`src/rtl/ext_bus_resp_if.sv`:
```
// Core data-bus request side (c_*) and narrow 64-bit memory port (m_*) of the
// external-bus responder, bundled so the responder and its peers share one view.
`ifndef CMEM_LINE
`define CMEM_LINE 512
`endif

interface ext_bus_resp_if #(
  parameter int LINE = `CMEM_LINE
) ();
  logic [63:0]     c_addr;
  logic            c_ext;
  logic            c_rd;
  logic            c_wr;
  logic [63:0]     c_wdata;
  logic [1:0]      c_len;
  logic [LINE-1:0] c_rdata;
  logic            c_dv;

  logic [63:0]     m_addr;
  logic            m_rd;
  logic            m_wr;
  logic [63:0]     m_wdata;
  logic [7:0]      m_be;
  logic [63:0]     m_rdata;
  logic            m_ack;

  modport slave (
    input  c_addr, c_ext, c_rd, c_wr, c_wdata, c_len, m_rdata, m_ack,
    output c_rdata, c_dv, m_addr, m_rd, m_wr, m_wdata, m_be
  );

  modport master (
    output c_addr, c_ext, c_rd, c_wr, c_wdata, c_len, m_rdata, m_ack,
    input  c_rdata, c_dv, m_addr, m_rd, m_wr, m_wdata, m_be
  );
endinterface

```
`src/rtl/ext_bus_resp.sv`:
```
// External-bus responder: serves core reads as line bursts or single uncached
// beats, and writes as one lane-aligned beat, finishing with a one-cycle c_dv.
`ifndef CMEM_LINE
`define CMEM_LINE 512
`endif

module ext_bus_resp #(
  parameter int LINE = `CMEM_LINE
) (
  input  logic             clk,
  input  logic             rst,
  ext_bus_resp_if.slave    bus
);

  localparam int BEATS = LINE / 64;
  localparam int BCW   = (BEATS > 1) ? $clog2(BEATS) : 1;

  localparam logic [2:0] S_IDLE = 3'd0;
  localparam logic [2:0] S_RD   = 3'd1;
  localparam logic [2:0] S_WR   = 3'd2;
  localparam logic [2:0] S_DONE = 3'd3;
  localparam logic [2:0] S_REL  = 3'd4;

  logic [2:0]      state_q, state_d;
  logic [BCW-1:0]  bc_q, bc_d;
  logic [LINE-1:0] rdata_q, rdata_d;
  logic [63:0]     addr_q, addr_d;
  logic [63:0]     wdata_q, wdata_d;
  logic [1:0]      len_q, len_d;
  logic            ext_q, ext_d;

  function automatic logic [7:0] be_lanes(input logic [1:0] len, input logic [2:0] off);
    logic [7:0] mask;
    case (len)
      2'd0:    mask = 8'h01;
      2'd1:    mask = 8'h03;
      2'd2:    mask = 8'h0F;
      default: mask = 8'hFF;
    endcase
    // Lanes shifted past byte 7 fall off; misaligned accesses are never split.
    return mask << off;
  endfunction

  function automatic logic [63:0] wdata_lanes(input logic [63:0] d, input logic [2:0] off);
    return d << {off, 3'b000};
  endfunction

  function automatic logic [63:0] beat_addr(input logic [63:0] a, input logic ext,
                                            input logic [BCW-1:0] bc);
    logic [63:0] base;
    base = {a[63:3], 3'b000};
    if (!ext)
      base = (base & ~64'(LINE/8 - 1)) | (64'(bc) << 3);
    return base;
  endfunction

  always_comb begin
    state_d = state_q;
    bc_d    = bc_q;
    rdata_d = rdata_q;
    addr_d  = addr_q;
    wdata_d = wdata_q;
    len_d   = len_q;
    ext_d   = ext_q;
    case (state_q)
      S_IDLE: begin
        if (bus.c_wr || bus.c_rd) begin
          addr_d  = bus.c_addr;
          wdata_d = bus.c_wdata;
          len_d   = bus.c_len;
          ext_d   = bus.c_ext;
          bc_d    = '0;
          state_d = bus.c_wr ? S_WR : S_RD;
        end
      end
      S_RD: begin
        if (bus.m_ack) begin
          if (ext_q) begin
            rdata_d        = '0;
            rdata_d[63:0]  = bus.m_rdata;
            state_d        = S_DONE;
          end else begin
            rdata_d[64*bc_q +: 64] = bus.m_rdata;
            bc_d = bc_q + 1'b1;
            if (bc_q == BCW'(BEATS - 1))
              state_d = S_DONE;
          end
        end
      end
      S_WR: begin
        if (bus.m_ack)
          state_d = S_DONE;
      end
      S_DONE: state_d = S_REL;
      S_REL: begin
        // Hold off until the requester drops its level so one request is served once.
        if (!bus.c_rd && !bus.c_wr)
          state_d = S_IDLE;
      end
      default: state_d = S_IDLE;
    endcase
  end

  always_ff @(posedge clk) begin
    if (rst) begin
      state_q <= S_IDLE;
      bc_q    <= '0;
      rdata_q <= '0;
    end else begin
      state_q <= state_d;
      bc_q    <= bc_d;
      rdata_q <= rdata_d;
    end
  end

  always_ff @(posedge clk) begin
    addr_q  <= addr_d;
    wdata_q <= wdata_d;
    len_q   <= len_d;
    ext_q   <= ext_d;
  end

  // Memory port is decoded from the state register; idle values are all zero.
  assign bus.m_rd    = (state_q == S_RD);
  assign bus.m_wr    = (state_q == S_WR);
  assign bus.m_addr  = (state_q == S_RD || state_q == S_WR)
                       ? beat_addr(addr_q, ext_q || (state_q == S_WR), bc_q) : 64'd0;
  assign bus.m_be    = (state_q == S_WR) ? be_lanes(len_q, addr_q[2:0]) : 8'd0;
  assign bus.m_wdata = (state_q == S_WR) ? wdata_lanes(wdata_q, addr_q[2:0]) : 64'd0;
  assign bus.c_dv    = (state_q == S_DONE);
  assign bus.c_rdata = rdata_q;

endmodule

```
`src/flat_wrapper.sv`:
```
// flat-port wrapper written by rule: the top's interface ports become plain ports
module ext_bus_resp_flat 
#(
  parameter int LINE = `CMEM_LINE
)
  (clk, rst, bus_c_addr, bus_c_ext, bus_c_rd, bus_c_wr, bus_c_wdata, bus_c_len, bus_m_rdata, bus_m_ack, bus_c_rdata, bus_c_dv, bus_m_addr, bus_m_rd, bus_m_wr, bus_m_wdata, bus_m_be);
  ext_bus_resp_if #(.LINE(LINE)) bus_i ();
  input  logic clk;
  input  logic rst;
  input wire logic [$bits(bus_i.c_addr)-1:0] bus_c_addr;
  input wire logic [$bits(bus_i.c_ext)-1:0] bus_c_ext;
  input wire logic [$bits(bus_i.c_rd)-1:0] bus_c_rd;
  input wire logic [$bits(bus_i.c_wr)-1:0] bus_c_wr;
  input wire logic [$bits(bus_i.c_wdata)-1:0] bus_c_wdata;
  input wire logic [$bits(bus_i.c_len)-1:0] bus_c_len;
  input wire logic [$bits(bus_i.m_rdata)-1:0] bus_m_rdata;
  input wire logic [$bits(bus_i.m_ack)-1:0] bus_m_ack;
  output wire logic [$bits(bus_i.c_rdata)-1:0] bus_c_rdata;
  output wire logic [$bits(bus_i.c_dv)-1:0] bus_c_dv;
  output wire logic [$bits(bus_i.m_addr)-1:0] bus_m_addr;
  output wire logic [$bits(bus_i.m_rd)-1:0] bus_m_rd;
  output wire logic [$bits(bus_i.m_wr)-1:0] bus_m_wr;
  output wire logic [$bits(bus_i.m_wdata)-1:0] bus_m_wdata;
  output wire logic [$bits(bus_i.m_be)-1:0] bus_m_be;
  assign bus_i.c_addr = bus_c_addr;
  assign bus_i.c_ext = bus_c_ext;
  assign bus_i.c_rd = bus_c_rd;
  assign bus_i.c_wr = bus_c_wr;
  assign bus_i.c_wdata = bus_c_wdata;
  assign bus_i.c_len = bus_c_len;
  assign bus_i.m_rdata = bus_m_rdata;
  assign bus_i.m_ack = bus_m_ack;
  assign bus_c_rdata = bus_i.c_rdata;
  assign bus_c_dv = bus_i.c_dv;
  assign bus_m_addr = bus_i.m_addr;
  assign bus_m_rd = bus_i.m_rd;
  assign bus_m_wr = bus_i.m_wr;
  assign bus_m_wdata = bus_i.m_wdata;
  assign bus_m_be = bus_i.m_be;
  ext_bus_resp #(.LINE(LINE)) u_core (.clk(clk), .rst(rst), .bus(bus_i));
endmodule
```
`config.mk`:
```
export PLATFORM = sky130hd
export DESIGN_NAME = ext_bus_resp_flat
export DESIGN_NICKNAME = d
export VERILOG_FILES = /design/src/rtl/ext_bus_resp_if.sv /design/src/rtl/ext_bus_resp.sv /design/src/flat_wrapper.sv
export SDC_FILE = /design/constraint.sdc
export NUM_CORES = 1
export LEC_CHECK = 0
export BUFFER_PORTS_ARGS = -buffer_cell sky130_fd_sc_hd__buf_2
export CAP_MARGIN = 20
export CORE_AREA = 2 2 333 335
export CTS_CLUSTER_SIZE = 30
export DETAILED_ROUTE_END_ITERATION = 8
export DIE_AREA = 0 0 335 337
export HOLD_SLACK_MARGIN = 0.02
export PLACE_DENSITY = 0.45
export RECOVER_POWER = 100
export REMOVE_ABC_BUFFERS = 1
export SLEW_MARGIN = 15
export SYNTH_ARGS = -nofsm -noshare
export SYNTH_HDL_FRONTEND = slang
export SYNTH_SLANG_ARGS = --single-unit
```
`constraint.sdc`:
```
create_clock -name clk -period 23.3 [get_ports clk]
set_input_delay 1.165 -clock clk [delete_from_list [all_inputs] [get_ports clk]]
set_output_delay 1.165 -clock clk [all_outputs]
set_load 0.02 [all_outputs]
```
# After elaboration in Yosys (flattened, before gate mapping)
# Cells that the tools add are included.
[op_classes]
add_sub_neg = 2
eq_ne = 13
n_shift = 4
mux = 19
bitwise_logic = 1
reduce_logical = 13
[op_table]
columns = ["cell", "n"]
rows = [
  ["$bwmux W512", 1],
  ["$mux W512", 1],
  ["$shift A64 B34 Y512 const A", 1],
  ["$shiftx A64 B34 Y512", 1],
  ["$mux W64", 3],
  ["$or A64 B6 Y64", 1],
  ["$shl A64 B6 Y64", 1],
  ["$neg A9 Y34", 1],
  ["$mux W3", 9],
  ["$pmux W8 S3", 1],
  ["$pmux W3 S5", 1],
  ["$mux W8", 1],
  ["$shl A8 B3 Y8", 1],
  ["$eq A3 B2 Y1 const B", 2],
  ["$eq A3 B3 Y1 const B", 2],
  ["$ne A2 B2 Y1 const B", 3],
  ["$pmux W3 S2", 1],
  ["$reduce_and A5 Y1", 1],
  ["$ne A2 B1 Y1 const B", 2],
  ["$reduce_and A2 Y1", 2],
  ["$reduce_and A4 Y1", 1],
  ["$add A3 B1 Y3 const B", 1],
  ["$eq A3 B1 Y1 const B", 1],
  ["$logic_not A3 Y1", 1],
  ["9 further kinds", 12],
]
[word_totals]
register_bits = 649
in_bits = 200
out_inout_bits = 651

# Logic depth before layout (Yosys ltp)
# Gate-level depths: netlist of run 1.
[depth]
word_depth = 5
depth_mapped = 9
mapped_depth_nobuf = 7

# Least setup slack after synthesis of run 1
# OpenSTA, ideal clock, no wires.
[synth_path]
path_type = "in2reg"
start = "input port bus_c_wr"
end = "register u_core.addr_q[0], enable pin"
setup_time_ns = 0.783
arrival_time_ns = 10.103
path_slack_ns = 12.414
stages = 2
path_cell_list = "o21bai_1 -> nor3_1"
[synth_between]
elab_chain_len = 2
[synth_lines]
columns = ["element", "line_no", "source"]
rows = [
  ["start, declared", "flat_wrapper.sv:13", "input wire logic [$bits(bus_i.c_wr)-1:0] bus_c_wr;"],
  ["$logic_or A1 B1 Y1", "ext_bus_resp.sv:67", "if (bus.c_wr || bus.c_rd) begin"],
  ["$reduce_and A2 Y1 (no source line)", "-", ""],
  ["end signal, assigned", "ext_bus_resp.sv:117", "addr_q <= addr_d;"],
  ["end, declared", "ext_bus_resp.sv:27", "logic [63:0] addr_q, addr_d;"],
]
# No other way between the ends.
# A chain may end at the register's enable or synchronous reset.

# Worst setup path in the final report of run 1
[layout_path]
start = "register u_core.state_q[0]"
end = "register u_core.rdata_q[402], in the netlist u_core.bus.c_rdata[402]"
[layout_between]
elab_chain_len = 2
[layout_lines]
columns = ["element", "line_no", "source"]
rows = [
  ["start, declared", "ext_bus_resp.sv:24", "logic [2:0] state_q, state_d;"],
  ["start signal, assigned", "ext_bus_resp.sv:110", "state_q <= state_d;"],
  ["$eq A3 B1 Y1", "ext_bus_resp.sv:65", "case (state_q)"],
  ["$reduce_and A2 Y1 (no source line)", "-", ""],
  ["end signal, assigned", "ext_bus_resp.sv:112", "rdata_q <= rdata_d;"],
  ["end, declared", "ext_bus_resp.sv:26", "logic [LINE-1:0] rdata_q, rdata_d;"],
]
# No other way between the ends.

==> results.md, run 1 <==
- WP data arrival: 10.23 ns
- Buffers added on ports: 847
- Max Slew Vio Count: 1130
- DRT antenna net count: 0
- Post-CTS Setup Bufs: 0
- DR iter-0 viols: 1387
- Post-synthesis cell count: 2097
- Die W: 335 um
- Clock transition at path regs: 0.06 ns
- CP max-delay cell: clkbuf_1
- Area added between synthesis and finish: 28.53%
- Top-area cell type share of the netlist area: 42.82%
- First-pass GRT wire length: 151400 um
- Syn_area_per_cell: 11.55 um2
- CTS Sinks: 649
- Multi-input logic area: 8697 um2
- Placed Cells: 4150
- Fin Setup TNS: 0 ns
- Sequential element share of the synthesized area: 59.06%
- Post-synth EDFFs: 131
- PD cells: 97.19 nW/um2
- Synth area leader: dfxtp_1
- Place WS: 18.86 ns
- Max Root-Sink Buffers: 3
- Tot GR Track Use: 18.30%
- Remaining DRCs: 0
- Core area: 109600 um2
- Synthesis-stage register bit count: 649
- Critical path's largest stage delay: 2.90 ns
- Via density: 4.786
- Total power: 3.025 mW
- CP Launch Type: flip-flop
- Largest net degree at the start of global routing: 132
- Skew-Pair Late Insertion Delay: 0.64 ns
- Max Fclk: 103.6 MHz
- Most frequent cells in the layout: clkbuf_1, dfxtp_1, a22o_1
- Number of CTS-inserted buffers: 77
- Slew headroom: -435.7%
- Tightest Hold Check Type: flip-flop to flip-flop
- Worst VDD drop: 48.54 uV
- Clock skew: 0.03398 ns
- Data required time at the worst endpoint: 23.88 ns
- DR WL/cell: 25.38 um
- Unrepaired setup endpoints after global routing: false
- Final worst slack: 13.65 ns
- Final global-route overflow total: 0
- TritonCTS clock tree: yes
- Htree depth: 3
- Die Y: 337 um
- Routed wire length: 109000 um
- Worst path bufs/invs: 2
- Reg power frac: 41.9%
- MaxCap Viol Count: 22
- Area contributors post-synth: dfxtp_1, edfxtp_1, a22o_1
- DRT Pass-1 Iters: 5
- DP Wirelength: 71680 um
- Post-DP Area: 29490 um2
- Switching portion of total power: 31.23%
- Layout cell share with drive strength beyond 1: 14.76%
- CP dominant cell by count: clkbuf_1
- DR vias: 20546
- Vias in the first global route: 19849
- Fillers: 11721
- Mapped Area: 24220 um2
- Final #Nets: 3008
- NetSw: 0.9448 mW
- Cts hold-fix bufs: 0
- Synth cell types: 58
- Die area: 112900 um2
- Kind of critical path: flip-flop to flip-flop
- Static Leakage: 11.64 nW
- Ys flop type: dfxtp_1
- Comb power frac: 17.6%
- Most common cell after layout, fill and taps aside: clkbuf_1
- Storage cell area: 14300 um2
- Clock power frac: 40.5%
- Row count: 122
- Layout Cells excl Fill: 4293
- Hold violation total from the final report: 0
- Status: finished, violations left
- IO Count: 851
- CTS Root Cell: clkbuf_16
- # setup viols final: 0
- Final Cell Area: 31130 um2
- Worst Max-Slew Pin Slew: 8.036 ns
- Kind of cell adding the most delay to the critical path: buffers and inverters
- Crit Path Max Fanout: 69
- Routability Congestion: 0.8042
- Synth warnings: 0
- Initial antenna violation count: 13
- Violated checks: max-capacitance violations, max-slew violations
- Shortest period the worst path allows: 9.648 ns
- Crit path cell chain: and4bb_4 -> clkbuf_1 -> nand3_1 -> nor4_1 -> clkbuf_1 -> a22o_1
- Final period utilization: 41.41%
- Asr flop ratio synth: 0%
- Post-CTS Resized: 0
- Crit. End Element: flip-flop
- Initial cell density of the core: 22.10%
- P_int: 2.081 mW
-- worst paths after layout --
path,from,endpoint,slack [ns],cells past startpoint
worst max register to register,u_core.state_q[0],u_core.bus.c_rdata[402],13.65,6
worst min register to register,u_core.bus.c_rdata[367],u_core.bus.c_rdata[367],0.47,1
worst min-delay path,u_core.bus.c_rdata[367],u_core.bus.c_rdata[367],0.47,1
worst max-delay path,u_core.state_q[0],u_core.bus.c_rdata[402],13.65,6
-- power by group through the flow --
stage / logic, mW / clock network [mW] / registers [mW]
2_1_floorplan: 0.270 / 0 / 1.31
3_3_place_gp: 0.555 / 0 / 1.28
3_5_place_dp: 0.555 / 0 / 1.28
4_1_cts: 0.556 / 1.26 / 1.25
5_1_grt: 0.574 / 1.30 / 1.27
6_report: 0.533 / 1.23 / 1.27
-- metrics by stage --
stage / hold WS [ns] / utilization, %
final: 0.4722 / 28.40
after detailed placement: 0.4582 / 26.91
after global placement: 0.4566 / 26.86
after global routing: 0.4881 / 28.40
after CTS: 0.4752 / 29.27
after floorplan: 0.5012 / -
-- synth_stat cells (all sizes together) (2+ instances only) --
library cell,number
a2111oi,2
inv,8
nand3b,2
and2,68
nand4,65
and3,64
a211oi,4
a21oi,99
a22o,448
nand3,67
o211ai,15
dfxtp,518
nor2,77
mux2,25
nor3,10
o41ai,2
nor4,2
mux4,8
a31oi,65
mux2i,52
or3b,2
a32o,8
o21bai,2
ha,5
edfxtp,131
nand2,29
o32a,2
buf,128
nor2b,7
clkbuf,133
o21ai,25
nand2b,11
or3,2
-- layer usage --
layer | GRT usage, % | part of all wire, % | vias up
met5 | 0 | 0.018 | -
met4 | 4.942 | 2.3 | 2
met3 | 5.654 | 8.5 | 142
met2 | 30.18 | 47 | 906
met1 | 23.08 | 42 | 10142
li1 | - | - | 9354
-- flip-flops by register name, summed over array words and instances, names as in the netlist --
name and count:
u_core.bus.c_rdata 512, u_core.ext_q 1, u_core.wdata_q 64, u_core.addr_q 64
u_core.state_q 3, u_core.len_q 2, u_core.bc_q 3
-- layout make-up --
type / instances / area share, %
tap: 1426 / 5.732
timing repair buffer: 886 / 11.95
clock inverter: 27 / 1.186
sequential: 649 / 45.95
multi-input combinational: 1181 / 27.94
antenna: 2 / 0.01608
inverter: 8 / 0.1005
clock buffer: 114 / 7.122
-- cell families (layout without fill, tap and decap cells) --
logic type	Yosys count	count (layout)	share of synthesized area [%]
buffers and inverters	269	1035	5.110
AND/OR/NAND/NOR	410	410	9.558
AO/OA/AOI/OAI	677	677	21.91
flip-flops	649	649	59.06
adder cells (fa/ha/maj)	5	5	0.2583
other	1	5	0.01548
XOR/XNOR	1	1	0.03617
multiplexers	85	85	4.056
Power figures use the tool's default switching activity.
==> run 2: changes to the inputs <==
--- a/config.mk
+++ b/config.mk
@@ -12,7 +12,7 @@
 export DETAILED_ROUTE_END_ITERATION = 8
 export DIE_AREA = 0 0 335 337
 export HOLD_SLACK_MARGIN = 0.02
-export PLACE_DENSITY = 0.45
+export PLACE_DENSITY = 0.46
 export RECOVER_POWER = 100
 export REMOVE_ABC_BUFFERS = 1
 export SLEW_MARGIN = 15
==> constraint.sdc (replaced) <==
create_clock -name clk -period 8.5 [get_ports clk]
set_input_delay 0.425 -clock clk [delete_from_list [all_inputs] [get_ports clk]]
set_output_delay 0.425 -clock clk [all_outputs]
set_load 0.02 [all_outputs]
==> run 2 against run 1 <==
  * The run still ends with max-capacitance violations, max-slew violations left
  * Power grew to 2.7 times the previous value
  * Final area grew 4.4%
  * Via count up 2.0%
  * Critical endpoint is now bus_m_wdata[33]
==> results.md, run 2 (synthesized netlist as in run 1, its figures left out) <==
- Skew-Pair Late Insertion Delay: 0.66 ns (+0.02 ns)
- Place WS: 4.529 ns (-14.33 ns)
- Layout cell share with drive strength beyond 1: 14.42% (-0.34 points)
- Die area: 112900 um2 (unchanged)
- Buffers added on ports: 847 (unchanged)
- Clock skew: 0.04338 ns (+0.009406 ns)
- Initial antenna violation count: 15 (+2)
- # setup viols final: 0 (unchanged)
- DR WL/cell: 24.56 um (-3.2%)
- Final worst slack: 2.399 ns (-11.25 ns)
- Placed Cells: 4157 (+0.17%)
- Violated checks: max-capacitance violations, max-slew violations
- Final period utilization: 71.77%
- CTS Root Cell: clkbuf_16
- Die Y: 337 um (unchanged)
- Largest net degree at the start of global routing: 86 (-35%)
- Crit. End Element: output port
- MaxCap Viol Count: 17 (-23%)
- IO Count: 851 (unchanged)
- Unrepaired setup endpoints after global routing: false
- Final global-route overflow total: 0 (unchanged)
- DR iter-0 viols: 1321 (-4.8%)
- Final Cell Area: 32510 um2 (+4.4%)
- Vias in the first global route: 20580 (+3.7%)
- Tightest Hold Check Type: primary input to flip-flop
- Status: finished, violations left
- DP Wirelength: 72920 um (+1.7%)
- Area added between synthesis and finish: 34.22%
- Shortest period the worst path allows: 6.101 ns
- Final #Nets: 3144 (+4.5%)
- Row count: 122 (unchanged)
- Max Root-Sink Buffers: 3 (unchanged)
- Fin Setup TNS: 0 ns (unchanged)
- Layout Cells excl Fill: 4427 (+3.1%)
- Via density: 4.733 (-1.1%)
- Routed wire length: 108700 um (-0.21%)
- Number of CTS-inserted buffers: 75 (-2.6%)
- PD cells: 255.7 nW/um2 (+160%)
- Clock transition at path regs: 0.06 ns (about the same)
- Post-CTS Setup Bufs: 0 (unchanged)
- Post-DP Area: 29520 um2 (+0.11%)
- Remaining DRCs: 0 (unchanged)
- DRT antenna net count: 0 (unchanged)
- Most frequent cells in the layout: clkbuf_1, dfxtp_1, a22o_1
- Htree depth: 3 (unchanged)
- Hold violation total from the final report: 0 (unchanged)
- CTS Sinks: 649 (unchanged)
- TritonCTS clock tree: yes
- Post-CTS Resized: 0 (unchanged)
- Slew headroom: -184.6% (+250 points)
- Initial cell density of the core: 22.10% (unchanged)
- DR vias: 20954 (+2.0%)
- Die W: 335 um (unchanged)
- Worst VDD drop: 126.4 uV (+160%)
- Worst Max-Slew Pin Slew: 4.269 ns (-3.767 ns)
- Kind of critical path: flip-flop to output port
- Number of flip-flops in the largest register: 512 (unchanged)
- Cts hold-fix bufs: 131 (+131)
- Core area: 109600 um2 (unchanged)
- Max Fclk: 163.9 MHz
- Max Slew Vio Count: 666 (-41%)
- DRT Pass-1 Iters: 5 (unchanged)
- Crit Path Max Fanout: 85 (+23%)
- Tot GR Track Use: 18.32% (+0.019 points)
- Static Leakage: 12.22 nW (+4.9%)
- WP data arrival: 5.68 ns (-4.55 ns)
- Most common cell after layout, fill and taps aside: clkbuf_1
- CP Launch Type: flip-flop
- Data required time at the worst endpoint: 8.08 ns (-15.80 ns)
- Final hold slack: 0.1126 ns (-0.3597 ns)
- Routability Congestion: 0.8179 (+1.7%)
- First-pass GRT wire length: 151800 um (+0.25%)
run 2: per-layer routing:
metal | part of all wire (%) | vias to the layer above | global-route usage [%]
li1 | - | 9608 | -
met1 | 41 | 10302 | 22.12
met2 | 47 | 897 | 30.47
met3 | 8.7 | 145 | 5.912
met4 | 2.9 | 2 | 6.574
met5 | 0.012 | - | 0
run 2: worst paths after layout:
kind / cells past startpoint / slack, ns / start / to
worst max-delay path: 5 / 2.40 / u_core.addr_q[0] / bus_m_wdata[33]
worst min-delay path: 2 / 0.11 / bus_m_rdata[58] / u_core.bus.c_rdata[314]
worst max register to register: 7 / 2.52 / u_core.ext_q / u_core.bus.c_rdata[296]
worst min register to register: 1 / 0.48 / u_core.bus.c_rdata[465] / u_core.bus.c_rdata[465]
run 2: critical path: stages, from the launching register on:
cell and delay [ns]:
edfxtp_1 0.33, clkbuf_1 2.98, nor4_1 0.79, clkbuf_1 0.40, a32o_1 0.24, clkbuf_1 0.25
run 2: stage by stage:
stage	total power, mW	utilization (%)
floorplan	4.328	-
global placement	5.011	26.90
detailed placement	5.014	26.94
CTS	8.448	30.46
global route	8.654	29.65
finish	8.311	29.66
run 2: cell type report:
| cell class | count | area [um2] |
|---|---|---|
| Sequential cell | 649 | 14300 |
| Tap cell | 1426 | 1784 |
| Fill cell | 11723 | 77090 |
| Clock buffer | 104 | 2148 |
| Clock inverter | 29 | 400.4 |
| Antenna cell | 6 | 15.01 |
| Multi-Input combinational cell | 1181 | 8735 |
| Inverter | 8 | 31.28 |
| Timing Repair Buffer | 1024 | 5089 |
run 2: power by group:
| part | internal, mW | switching [mW] | total [mW] |
|---|---|---|---|
| logic | 0.417 | 1.09 | 1.51 |
| clock network | 1.92 | 1.43 | 3.35 |
| registers | 3.34 | 0.105 | 3.45 |
| total | 5.68 | 2.63 | 8.31 |
